<file path="config.mk">
export PLATFORM = sky130hd
export DESIGN_NAME = bram_sweep_ctrl
export DESIGN_NICKNAME = d
export VERILOG_FILES = /design/src/rtl/bram_sweep_ctrl.sv
export SDC_FILE = /design/constraint.sdc
export NUM_CORES = 1
export LEC_CHECK = 0
export BUFFER_PORTS_ARGS = -buffer_cell sky130_fd_sc_hd__buf_2
export CORE_UTILIZATION = 48
export DETAILED_ROUTE_END_ITERATION = 6
export MAX_ROUTING_LAYER = met4
export PLACE_DENSITY = 0.82
export RECOVER_POWER = 50
export SYNTH_ARGS = -nofsm -noshare
export SYNTH_HDL_FRONTEND = slang
export SYNTH_SLANG_ARGS = --single-unit
</file>
<file path="constraint.sdc">
create_clock -name clk_i -period 3.1 [get_ports clk_i]
set_input_delay 0.62 -clock clk_i [delete_from_list [all_inputs] [get_ports clk_i]]
set_output_delay 0.62 -clock clk_i [all_outputs]
set_load 0.02 [all_outputs]
</file>
<file path="src/rtl/bram_sweep_ctrl.sv">
// Sweep controller for a simple dual-port block RAM: FILL writes pat(a) = seed + a to
// every location, CHECK reads it back and counts mismatches; idle cycles bypass a user port.
module bram_sweep_ctrl #(
    parameter int WIDTH  = 18,
    parameter int DEPTH  = 4096,
    parameter int ADDR_W = 12,
    parameter int ERR_W  = 16
) (
    input  logic              clk_i,
    input  logic              rst_ni,
    input  logic              start_i,
    input  logic              mode_i,
    input  logic [WIDTH-1:0]  seed_i,
    input  logic              abort_i,
    output logic              busy_o,
    output logic              done_o,
    output logic              aborted_o,
    output logic              pass_o,
    output logic [ERR_W-1:0]  err_count_o,
    output logic [ADDR_W-1:0] first_err_addr_o,
    input  logic [ADDR_W-1:0] user_raddr_i,
    input  logic [ADDR_W-1:0] user_waddr_i,
    input  logic [WIDTH-1:0]  user_din_i,
    input  logic              user_we_i,
    output logic [ADDR_W-1:0] mem_raddr_o,
    output logic [ADDR_W-1:0] mem_waddr_o,
    output logic [WIDTH-1:0]  mem_din_o,
    output logic              mem_we_o,
    input  logic [WIDTH-1:0]  mem_dout_i
);

    typedef enum logic [1:0] {
        ST_IDLE,
        ST_FILL,
        ST_CHECK,
        ST_DRAIN
    } state_e;

    localparam logic [ADDR_W-1:0] LAST_ADDR = ADDR_W'(DEPTH - 1);
    localparam logic [ERR_W-1:0]  ERR_MAX   = '1;

    state_e            state_q, state_d;
    logic [ADDR_W-1:0] addr_q, addr_d;
    logic [WIDTH-1:0]  seed_q, seed_d;
    logic              vld_q, vld_d;
    logic [ADDR_W-1:0] paddr_q, paddr_d;
    logic [ERR_W-1:0]  err_q, err_d;
    logic [ADDR_W-1:0] first_q, first_d;
    logic              seen_q, seen_d;
    logic              pass_q, pass_d;
    logic              aborted_q, aborted_d;
    logic              done_q, done_d;

    logic [WIDTH-1:0]  pat_addr;
    logic [WIDTH-1:0]  pat_paddr;
    logic              mismatch;

    assign pat_addr  = seed_q + WIDTH'(addr_q);
    assign pat_paddr = seed_q + WIDTH'(paddr_q);

    // A pending compare is dropped when abort is sampled in the same cycle.
    assign mismatch  = vld_q && !abort_i && (mem_dout_i != pat_paddr);

    always_comb begin
        state_d     = state_q;
        addr_d      = addr_q;
        seed_d      = seed_q;
        vld_d       = 1'b0;
        paddr_d     = paddr_q;
        err_d       = err_q;
        first_d     = first_q;
        seen_d      = seen_q;
        pass_d      = pass_q;
        aborted_d   = aborted_q;
        done_d      = 1'b0;
        mem_raddr_o = addr_q;
        mem_waddr_o = addr_q;
        mem_din_o   = pat_addr;
        mem_we_o    = 1'b0;

        // seen_q keeps pass correct once the counter has saturated.
        if (mismatch) begin
            if (err_q != ERR_MAX) begin
                err_d = err_q + 1'b1;
            end
            if (!seen_q) begin
                first_d = paddr_q;
            end
            seen_d = 1'b1;
        end

        unique case (state_q)
            ST_IDLE: begin
                mem_raddr_o = user_raddr_i;
                mem_waddr_o = user_waddr_i;
                mem_din_o   = user_din_i;
                mem_we_o    = user_we_i;
                if (start_i && !abort_i) begin
                    state_d   = mode_i ? ST_CHECK : ST_FILL;
                    addr_d    = '0;
                    seed_d    = seed_i;
                    err_d     = '0;
                    first_d   = '0;
                    seen_d    = 1'b0;
                    pass_d    = 1'b0;
                    aborted_d = 1'b0;
                end
            end
            ST_FILL: begin
                mem_we_o = 1'b1;
                if (abort_i) begin
                    state_d   = ST_IDLE;
                    done_d    = 1'b1;
                    aborted_d = 1'b1;
                    pass_d    = 1'b0;
                end else if (addr_q == LAST_ADDR) begin
                    state_d = ST_IDLE;
                    done_d  = 1'b1;
                    pass_d  = 1'b1;
                end else begin
                    addr_d = addr_q + 1'b1;
                end
            end
            ST_CHECK: begin
                if (abort_i) begin
                    state_d   = ST_IDLE;
                    done_d    = 1'b1;
                    aborted_d = 1'b1;
                    pass_d    = 1'b0;
                end else begin
                    vld_d   = 1'b1;
                    paddr_d = addr_q;
                    if (addr_q == LAST_ADDR) begin
                        state_d = ST_DRAIN;
                    end else begin
                        addr_d = addr_q + 1'b1;
                    end
                end
            end
            ST_DRAIN: begin
                state_d = ST_IDLE;
                done_d  = 1'b1;
                if (abort_i) begin
                    aborted_d = 1'b1;
                    pass_d    = 1'b0;
                end else begin
                    pass_d = !(seen_q || mismatch);
                end
            end
            default: begin
                state_d = ST_IDLE;
            end
        endcase
    end

    always_ff @(posedge clk_i or negedge rst_ni) begin
        if (!rst_ni) begin
            state_q   <= ST_IDLE;
            addr_q    <= '0;
            seed_q    <= '0;
            vld_q     <= 1'b0;
            paddr_q   <= '0;
            err_q     <= '0;
            first_q   <= '0;
            seen_q    <= 1'b0;
            pass_q    <= 1'b0;
            aborted_q <= 1'b0;
            done_q    <= 1'b0;
        end else begin
            state_q   <= state_d;
            addr_q    <= addr_d;
            seed_q    <= seed_d;
            vld_q     <= vld_d;
            paddr_q   <= paddr_d;
            err_q     <= err_d;
            first_q   <= first_d;
            seen_q    <= seen_d;
            pass_q    <= pass_d;
            aborted_q <= aborted_d;
            done_q    <= done_d;
        end
    end

    assign busy_o           = (state_q != ST_IDLE);
    assign done_o           = done_q;
    assign aborted_o        = aborted_q;
    assign pass_o           = pass_q;
    assign err_count_o      = err_q;
    assign first_err_addr_o = first_q;

endmodule

</file>
Word-level counts from Yosys, hierarchy flattened
Index checks and enable logic that the tools add are counted.
Word-level totals
  output and inout port bits: 75
  logic and storage cells: 86
  bits in registers: 77
Cells by class
  bitwise operators: 1
  mux-type cells: 40
  add/subtract/negate cells: 4
  reductions and logical operators: 17
  equality and inequality tests: 13
Operators by type and width (count)
  12-bit two-way mux: 9
  16-bit two-way mux: 4
  18-bit by 12-bit adder with 18-bit output: 2
  12-bit one-hot mux with 2 select lines: 1
  18-bit two-way mux: 1
  18-bit != test: 1
  16-bit by 1-bit adder with 16-bit output (second input constant): 1
  16-bit != test (second input constant): 1
  1-bit two-way mux: 14
  12-bit by 1-bit adder with 12-bit output (second input constant): 1
  12-bit == test (second input constant): 1
  2-bit two-way mux: 6
  2-bit != test (second input constant): 4
  2-bit one-hot mux with 4 select lines: 1
  3-bit != test (second input constant): 2
  2-bit AND reduction: 3
  3-bit AND reduction: 2
  2-bit == test (second input constant): 2
  1-bit one-hot mux with 2 select lines: 2
  1-bit one-hot mux with 4 select lines: 1
  4-bit AND reduction: 1
  2-bit nonzero test: 2
  1-bit logical AND: 3
  1-bit one-hot mux with 3 select lines: 1
  other kinds (8): 9

Longest topological paths before layout
Gate-level depths: netlist of the first run.
  depth after elaboration: 7
  depth in mapped cells: 12
  gate-level depth less buffers: 11

Worst setup path before layout of the first run
Ideal clock, no wire load.
  path kind: register -> output
  start: register addr_q[0]
  end: output mem_din_o[14]
  setup slack: -0.216 ns
  buffers on the path: 0
  cell stages (with the launch flop): 12
  arrival: 2.696 ns
  cells stage by stage: dfrtp_1 ha_1 inv_1 fa_1 nor2b_1 o21ai_0 a21boi_0 o211ai_1 a31oi_1 nand3_1 xor2_1 o21ai_0
Between the ends
  cells in the longest elaborated chain, start to end: 2
Ends and longest elaborated chain
  start, declared: line 43  | logic [ADDR_W-1:0] addr_q, addr_d;
  start signal, assigned: line 171  | addr_q <= addr_d;
  18-bit by 12-bit adder with 18-bit output: line 58  | assign pat_addr = seed_q + WIDTH'(addr_q);
  18-bit two-way mux: line 92  | unique case (state_q)
  end, declared: line 27  | output logic [WIDTH-1:0] mem_din_o,
Every way passes these cells.

Final worst setup path of the first run
  start: register seed_q[0]
  end: output mem_din_o[14]
Between the ends
  cells in the longest elaborated chain, start to end: 2
Ends and longest elaborated chain
  start, declared: line 44  | logic [WIDTH-1:0] seed_q, seed_d;
  start signal, assigned: line 160  | seed_q <= '0;
  start signal, assigned: line 172  | seed_q <= seed_d;
  18-bit by 12-bit adder with 18-bit output: line 58
  18-bit two-way mux: line 92
Every way passes these cells.

==> results of run 1 <==
per-layer routing:
layer	track usage	vias to the layer above	wire length, um
li1	-	2940	-
met5	-	-	0
met1	0.355	2907	7370
met2	0.494	302	8710
met4	0.132	0	680
met3	0.0394	51	1210
cells in the mapped netlist (all sizes together), types with 3 or more instances:
cell type / count / area, sq um
a211oi: 5 / 37.5
a21o: 10 / 75.1
a21oi: 29 / 153
a311oi: 3 / 26.3
a31o: 3 / 26.3
a31oi: 7 / 43.8
a41o: 4 / 40.0
and2: 4 / 27.5
and3: 6 / 37.5
and4: 8 / 70.1
buf: 8 / 56.3
clkbuf: 23 / 86.3
dfrtp: 77 / 1930
ha: 30 / 375
inv: 16 / 60.1
mux2i: 21 / 210
nand2: 233 / 875
nand2b: 13 / 81.3
nand3: 14 / 70.1
nand4: 10 / 68.8
nor2: 44 / 165
nor2b: 6 / 37.5
nor3: 9 / 56.3
nor4: 5 / 46.3
o211ai: 3 / 22.5
o21a: 4 / 30.0
o21ai: 37 / 185
o21bai: 3 / 26.3
o31ai: 4 / 30.0
or2: 4 / 25.0
or3: 3 / 18.8
or4: 3 / 26.3
xnor2: 22 / 193
xor2: 22 / 193
worst min-delay path, stage by stage:
cell and delay [ps]:
buf_2 80, nand2_1 40, nand2_1 50
power groups by stage:
stage                     sequential, mW  clock, mW  combinational, mW
after global routing                1.45       1.07               3.76
after CTS                           1.42       1.02               3.31
after floorplan                     1.41          0               2.09
after detailed placement            1.43          0               3.16
after global placement              1.42          0               3.13
final                               1.43       1.01               3.45
path summary, 6_finish.rpt:
path,depth (start not counted),start,to
setup reg to reg,14,seed_q[0]$_DFFE_PN0P_,first_err_addr_o[5]$_DFF_PN0_
min in group asynchronous,2,rst_ni,seed_q[12]$_DFFE_PN0P_
setup / recovery,12,seed_q[0]$_DFFE_PN0P_,mem_din_o[14]
hold reg to reg,2,first_err_addr_o[8]$_DFF_PN0_,first_err_addr_o[8]$_DFF_PN0_
max in group asynchronous,2,rst_ni,first_err_addr_o[10]$_DFF_PN0_
hold / removal,3,seed_i[16],seed_q[16]$_DFFE_PN0P_
cell type report:
type,instances,share of cell area
Multi-Input combinational cell,596,0.490
Sequential cell,77,0.248
Timing Repair Buffer,249,0.195
Clock buffer,9,0.0289
Tap cell,143,0.0230
Inverter,17,0.00820
Clock inverter,7,0.00740
flip-flops by register name, summed over array words and instances (netlist names), 2 cells and up:
name              count
state_q               2
paddr_q              12
first_err_addr_o     12
addr_q               12
seed_q               18
err_count_o          16
cell families after synthesis:
logic type,Yosys count,share of synthesized area
and+or+nand+nor,371,0.296
AOI/OAI and AO/OA,126,0.148
DFF,77,0.338
buffers and inverters,48,0.0362
xor gates and xnor gates,44,0.0676
adders and majority gates,32,0.0729
muxes,23,0.0408
per-stage QoR:
stage          area [sq um]  power, mW  setup TNS, ps  cells  setup WS [ps]
2_1_floorplan          5710       3.50              0    721           6.26
3_3_place_gp           7080       4.55           -493   1061          -64.9
3_5_place_dp           7080       4.59          -2600   1061           -198
4_1_cts                7570       5.75          -1010   1091           -202
5_1_grt                7780       6.29          -8290   1098           -376
6_report               7780       5.89          -4550   1098           -250
timing repair:
item,CTS,global route
pin swaps,20,23
buffers inserted,15,9
gates cloned,0,1
setup endpoints to repair,34,40
gates resized for setup,26,42
==> impl_metrics.ini, run 1 <==
[drt]
drtPass1Iterations = 7
ant_nets = 0
wl_per_cell_um = 16.4
drc = 19
drt-total-wl_um = 18000
via_per_inst = 5.65
dr.first_iter.drc_count = 607
vias = 6200

[worst_setup_path]
worstPathRequired_ps = 2480
crit_fanout = 3
crit_buf_inv = 2
cp_slowest_cell = dfrtp_1
start_kind = register
max_stage_delay_ps = 370
crit_chain = ha_2, inv_2, fa_2, nor2b_2, o21ai_2, a21boi_2, o211ai_1, a31oi_2, nand3_1, xor2_1, o21ai_2, buf_6
worst_path_dominant_cell_family = compound AO/OA/AOI/OAI gates
reg2reg_slack_ps = -170
crit_top_cell = o21ai_2
crit_path_end_kind = output pin
cp.arrival_ps = 2730
critPathKind = register to output pin

[synth]
syn_inst = 721
ys_warn_count = 0
synth.distinct_cells = 68
synthArstFlopShare = 1.00
ys_seq_area_frac = 0.338
synth_area_sq_um = 5700
synth-edff-count = 0
synthFlopType = dfrtp_1
synth-seq-cells = 77
avgSynthCellArea_sq_um = 7.90
synth_nets = 837

[power]
pwr-share-seq = 0.243
p_int_mw = 3.17
switching_share = 0.461
p_comb_frac = 0.585
p_leak_nw = 4.08
vdd_ir_drop_max_v = 0.000575
clock_power_share = 0.172
power.density_nw_per_um2 = 758
netSwitchingPower_mw = 2.72

[status]
violations = design-rule violations, max-capacitance violations, max-slew violations, negative setup slack
status = complete, but fails checks

[clock_tree]
clockBufferDepth = 2
clk_latency_ps = 340
ctsHoldBuffers = 0
cts.sinks = 77
clk_pin_slew_ps = 70
htree_levels = 3
cts_buffers = 9
cts_root_buffer = clkbuf_16
cts_tree = done

[layout]
post-route-util = 0.676
final_common_cell = nand2_1
final-seq-area_sq_um = 1930
num_antenna_cells = 0
drive_above_1_share = 0.337
synthToLayoutAreaGrowth_pct = 36.5
multi_input_area_sq_um = 3810
most-common-layout-cells = nand2_1 (233), buf_2 (149), buf_4 (84), dfrtp_1 (77), nor2_1 (41)
num-fill-cells = 924
finalNetCount = 1066

[sta]
finClkSkew_ps = 15.4
slew_headroom = -0.271
timing.hold.ws_ps = 478
fin_crit_ps = 3350
max_freq_ghz = 0.299
rsz0062_at_grt = yes
setup_viol = 38
final_max_slew_viol_count = 78
hold_violations = 0
fin_ws_ps = -250
tightest_slew_ps = 1910
finalCritPeriodShare = 1.08

[floorplanning]
row_count = 39
core_sq_um = 11500
ios = 159
start_util = 0.495
die_w_um = 111
fp.dieH_um = 111
die_area_sq_um = 12300

[placement]
place.gp.congestion = 1.02
hpwl_um = 12600
portBuffers = 158

[grt]
grt_usage = 0.295
grt_first_pass_wirelength_um = 28300
grt_antenna_before_repair = 0
grt_max_degree = 78
grt_overflow_total = 0
first_global_vias = 5903

[run]
timing.max_cap.violations = 1

[min_path]
hold_class = primary input to register
Power figures use the tool's default switching activity.
==> inputs of run 2 (changes only) <==
--- a/config.mk
+++ b/config.mk
@@ -8,7 +8,6 @@
 export BUFFER_PORTS_ARGS = -buffer_cell sky130_fd_sc_hd__buf_2
 export CORE_UTILIZATION = 48
 export DETAILED_ROUTE_END_ITERATION = 6
-export MAX_ROUTING_LAYER = met4
 export PLACE_DENSITY = 0.82
 export RECOVER_POWER = 50
 export SYNTH_ARGS = -nofsm -noshare
==> run 2 against run 1 <==
Compared with the run above: the run still ends with design-rule violations, max-capacitance violations, max-slew violations, negative setup slack left; die area stayed put; routed wire length is 3.2% higher; fmax is 0.80% higher; via count is 0.15% lower; worst setup slack better by 27 ps; sequential power hardly changed; worst hold slack better by 3.5 ps; power is 3.9% higher; largest cell class unchanged; largest power group unchanged.
==> impl_metrics.ini, run 2 (synthesis gave the netlist of run 1 again) <==
[worst_setup_path]
crit_path_end_kind = output pin
max_stage_delay_ps = 450
cp_slowest_cell = dfrtp_2
crit_fanout = 3
r2r_start = seed_q[0]$_DFFE_PN0P_
cp.depth = 11
rr_worst_depth = 14
worst_path_dominant_cell_family = compound AO/OA/AOI/OAI gates
cp.arrival_ps = 2700
start_kind = register
reg2reg_slack_ps = -170
crit_chain = ha_4, a21o_1, a21oi_2, o211ai_1, a31o_2, o31ai_2, buf_4, nand2b_4, xor2_1, o21ai_1, buf_4
crit_buf_inv = 2
crit_top_cell = buf_4
worstPathRequired_ps = 2480
rr_endpoint = err_count_o[12]$_DFF_PN0_
critPathKind = register to output pin

[clock_tree]
clockBufferDepth = 2
htree_levels = 3
clk_pin_slew_ps = 60
clk_latency_ps = 340
cts_tree = done
cts.sinks = 77
cts_buffers = 9
ctsHoldBuffers = 0
cts_root_buffer = clkbuf_16

[floorplanning]
die_w_um = 111
core_sq_um = 11500
die_area_sq_um = 12300
fp.dieH_um = 111
row_count = 39
start_util = 0.495
ios = 159

[sta]
hold_violations = 0
setup_viol = 36
tightest_slew_ps = 1910
final_max_slew_viol_count = 78
fin_crit_ps = 3320
setup_tns_ps = -3820
timing.hold.ws_ps = 482
slew_headroom = -0.274
rsz0062_at_grt = yes
fin_ws_ps = -223
max_freq_ghz = 0.301
finClkSkew_ps = 7.77
finalCritPeriodShare = 1.07

[layout]
finalNetCount = 1064
regMostFlops = seed_q
final_cells = 1095
synthToLayoutAreaGrowth_pct = 38.7
most-common-layout-cells = nand2_1 (233), buf_2 (146), buf_4 (78), dfrtp_1 (76), nor2_1 (42)
num_antenna_cells = 0
largest_reg_flops = 18
drive_above_1_share = 0.334
post-route-util = 0.686
final_common_cell = nand2_1
design_area_sq_um = 7900

[status]
status = complete, but fails checks
violations = design-rule violations, max-capacitance violations, max-slew violations, negative setup slack

[placement]
place.gp.congestion = 0.998
dp_slack_ps = -183
hpwl_um = 12800
place_inst = 1062
dpl_cell_area_sq_um = 7080
portBuffers = 158

[drt]
vias = 6191
drtPass1Iterations = 7
via_per_inst = 5.65
drt-total-wl_um = 18500
dr.first_iter.drc_count = 523
drc = 19
wl_per_cell_um = 16.9
ant_nets = 0

[grt]
grt_max_degree = 78
grt_antenna_before_repair = 0
first_global_vias = 5830
grt_overflow_total = 0
grt_usage = 0.289
grt_first_pass_wirelength_um = 28200

[power]
p_leak_nw = 4.12
vdd_ir_drop_max_v = 0.000493
power.density_nw_per_um2 = 774
finalPower_mw = 6.12

[min_path]
hold_class = primary input to register
min_to = seed_q[16]$_DFFE_PN0P_
hp-start = seed_i[16]
min_path_cells = 3

[run]
timing.max_cap.violations = 1
[run 2: worst max path at each step]
| stage | from | endpoint | slack, ps |
|---|---|---|---|
| after floorplan | addr_q[1]$_DFFE_PN0P_ | mem_din_o[15] | 6 |
| after global placement | seed_q[0]$_DFFE_PN0P_ | err_count_o[1]$_DFF_PN0_ | -50 |
| final | seed_q[1]$_DFFE_PN0P_ | mem_din_o[13] | -220 |
| after detailed placement | seed_q[1]$_DFFE_PN0P_ | first_err_addr_o[1]$_DFF_PN0_ | -180 |
| after CTS | seed_q[0]$_DFFE_PN0P_ | mem_din_o[14] | -160 |
| after global routing | seed_q[0]$_DFFE_PN0P_ | mem_din_o[14] | -310 |
[run 2: where the power goes]
part | switching [mW] | total [mW] | internal, mW
Sequential | 0.228 | 1.44 | 1.21
Combinational | 2.07 | 3.55 | 1.48
Clock | 0.416 | 1.14 | 0.722
Total | 2.71 | 6.12 | 3.41
[run 2: layer usage]
layer | vias up | track usage | part of all wire | routed length (um)
met5 | - | 0 | 0 | 0
met3 | 67 | 0.0465 | 0.064 | 1180
met4 | 0 | 0.105 | 0.036 | 670
met2 | 317 | 0.500 | 0.48 | 8980
li1 | 2931 | - | - | -
met1 | 2876 | 0.363 | 0.42 | 7700
[run 2: layout make-up]
type / count / area (sq um)
Multi-Input combinational cell: 596 / 3860
Fill cell: 881 / 3610
Sequential cell: 77 / 1930
Timing Repair Buffer: 247 / 1560
Clock buffer: 11 / 243
Tap cell: 143 / 179
Clock inverter: 4 / 72.6
Inverter: 17 / 63.8
[run 2: tightest hold or removal path: stages]
cell     delay [ps]
buf_2            80
nand2_1          40
nand2_1          50
[run 2: timing repair]
item	4_1_cts	5_1_grt
endpoints found under the setup margin	32	40
gates resized for setup	38	39
gates cloned	2	1
pin swaps	28	28
hold endpoints to repair	0	0
setup buffers	12	5
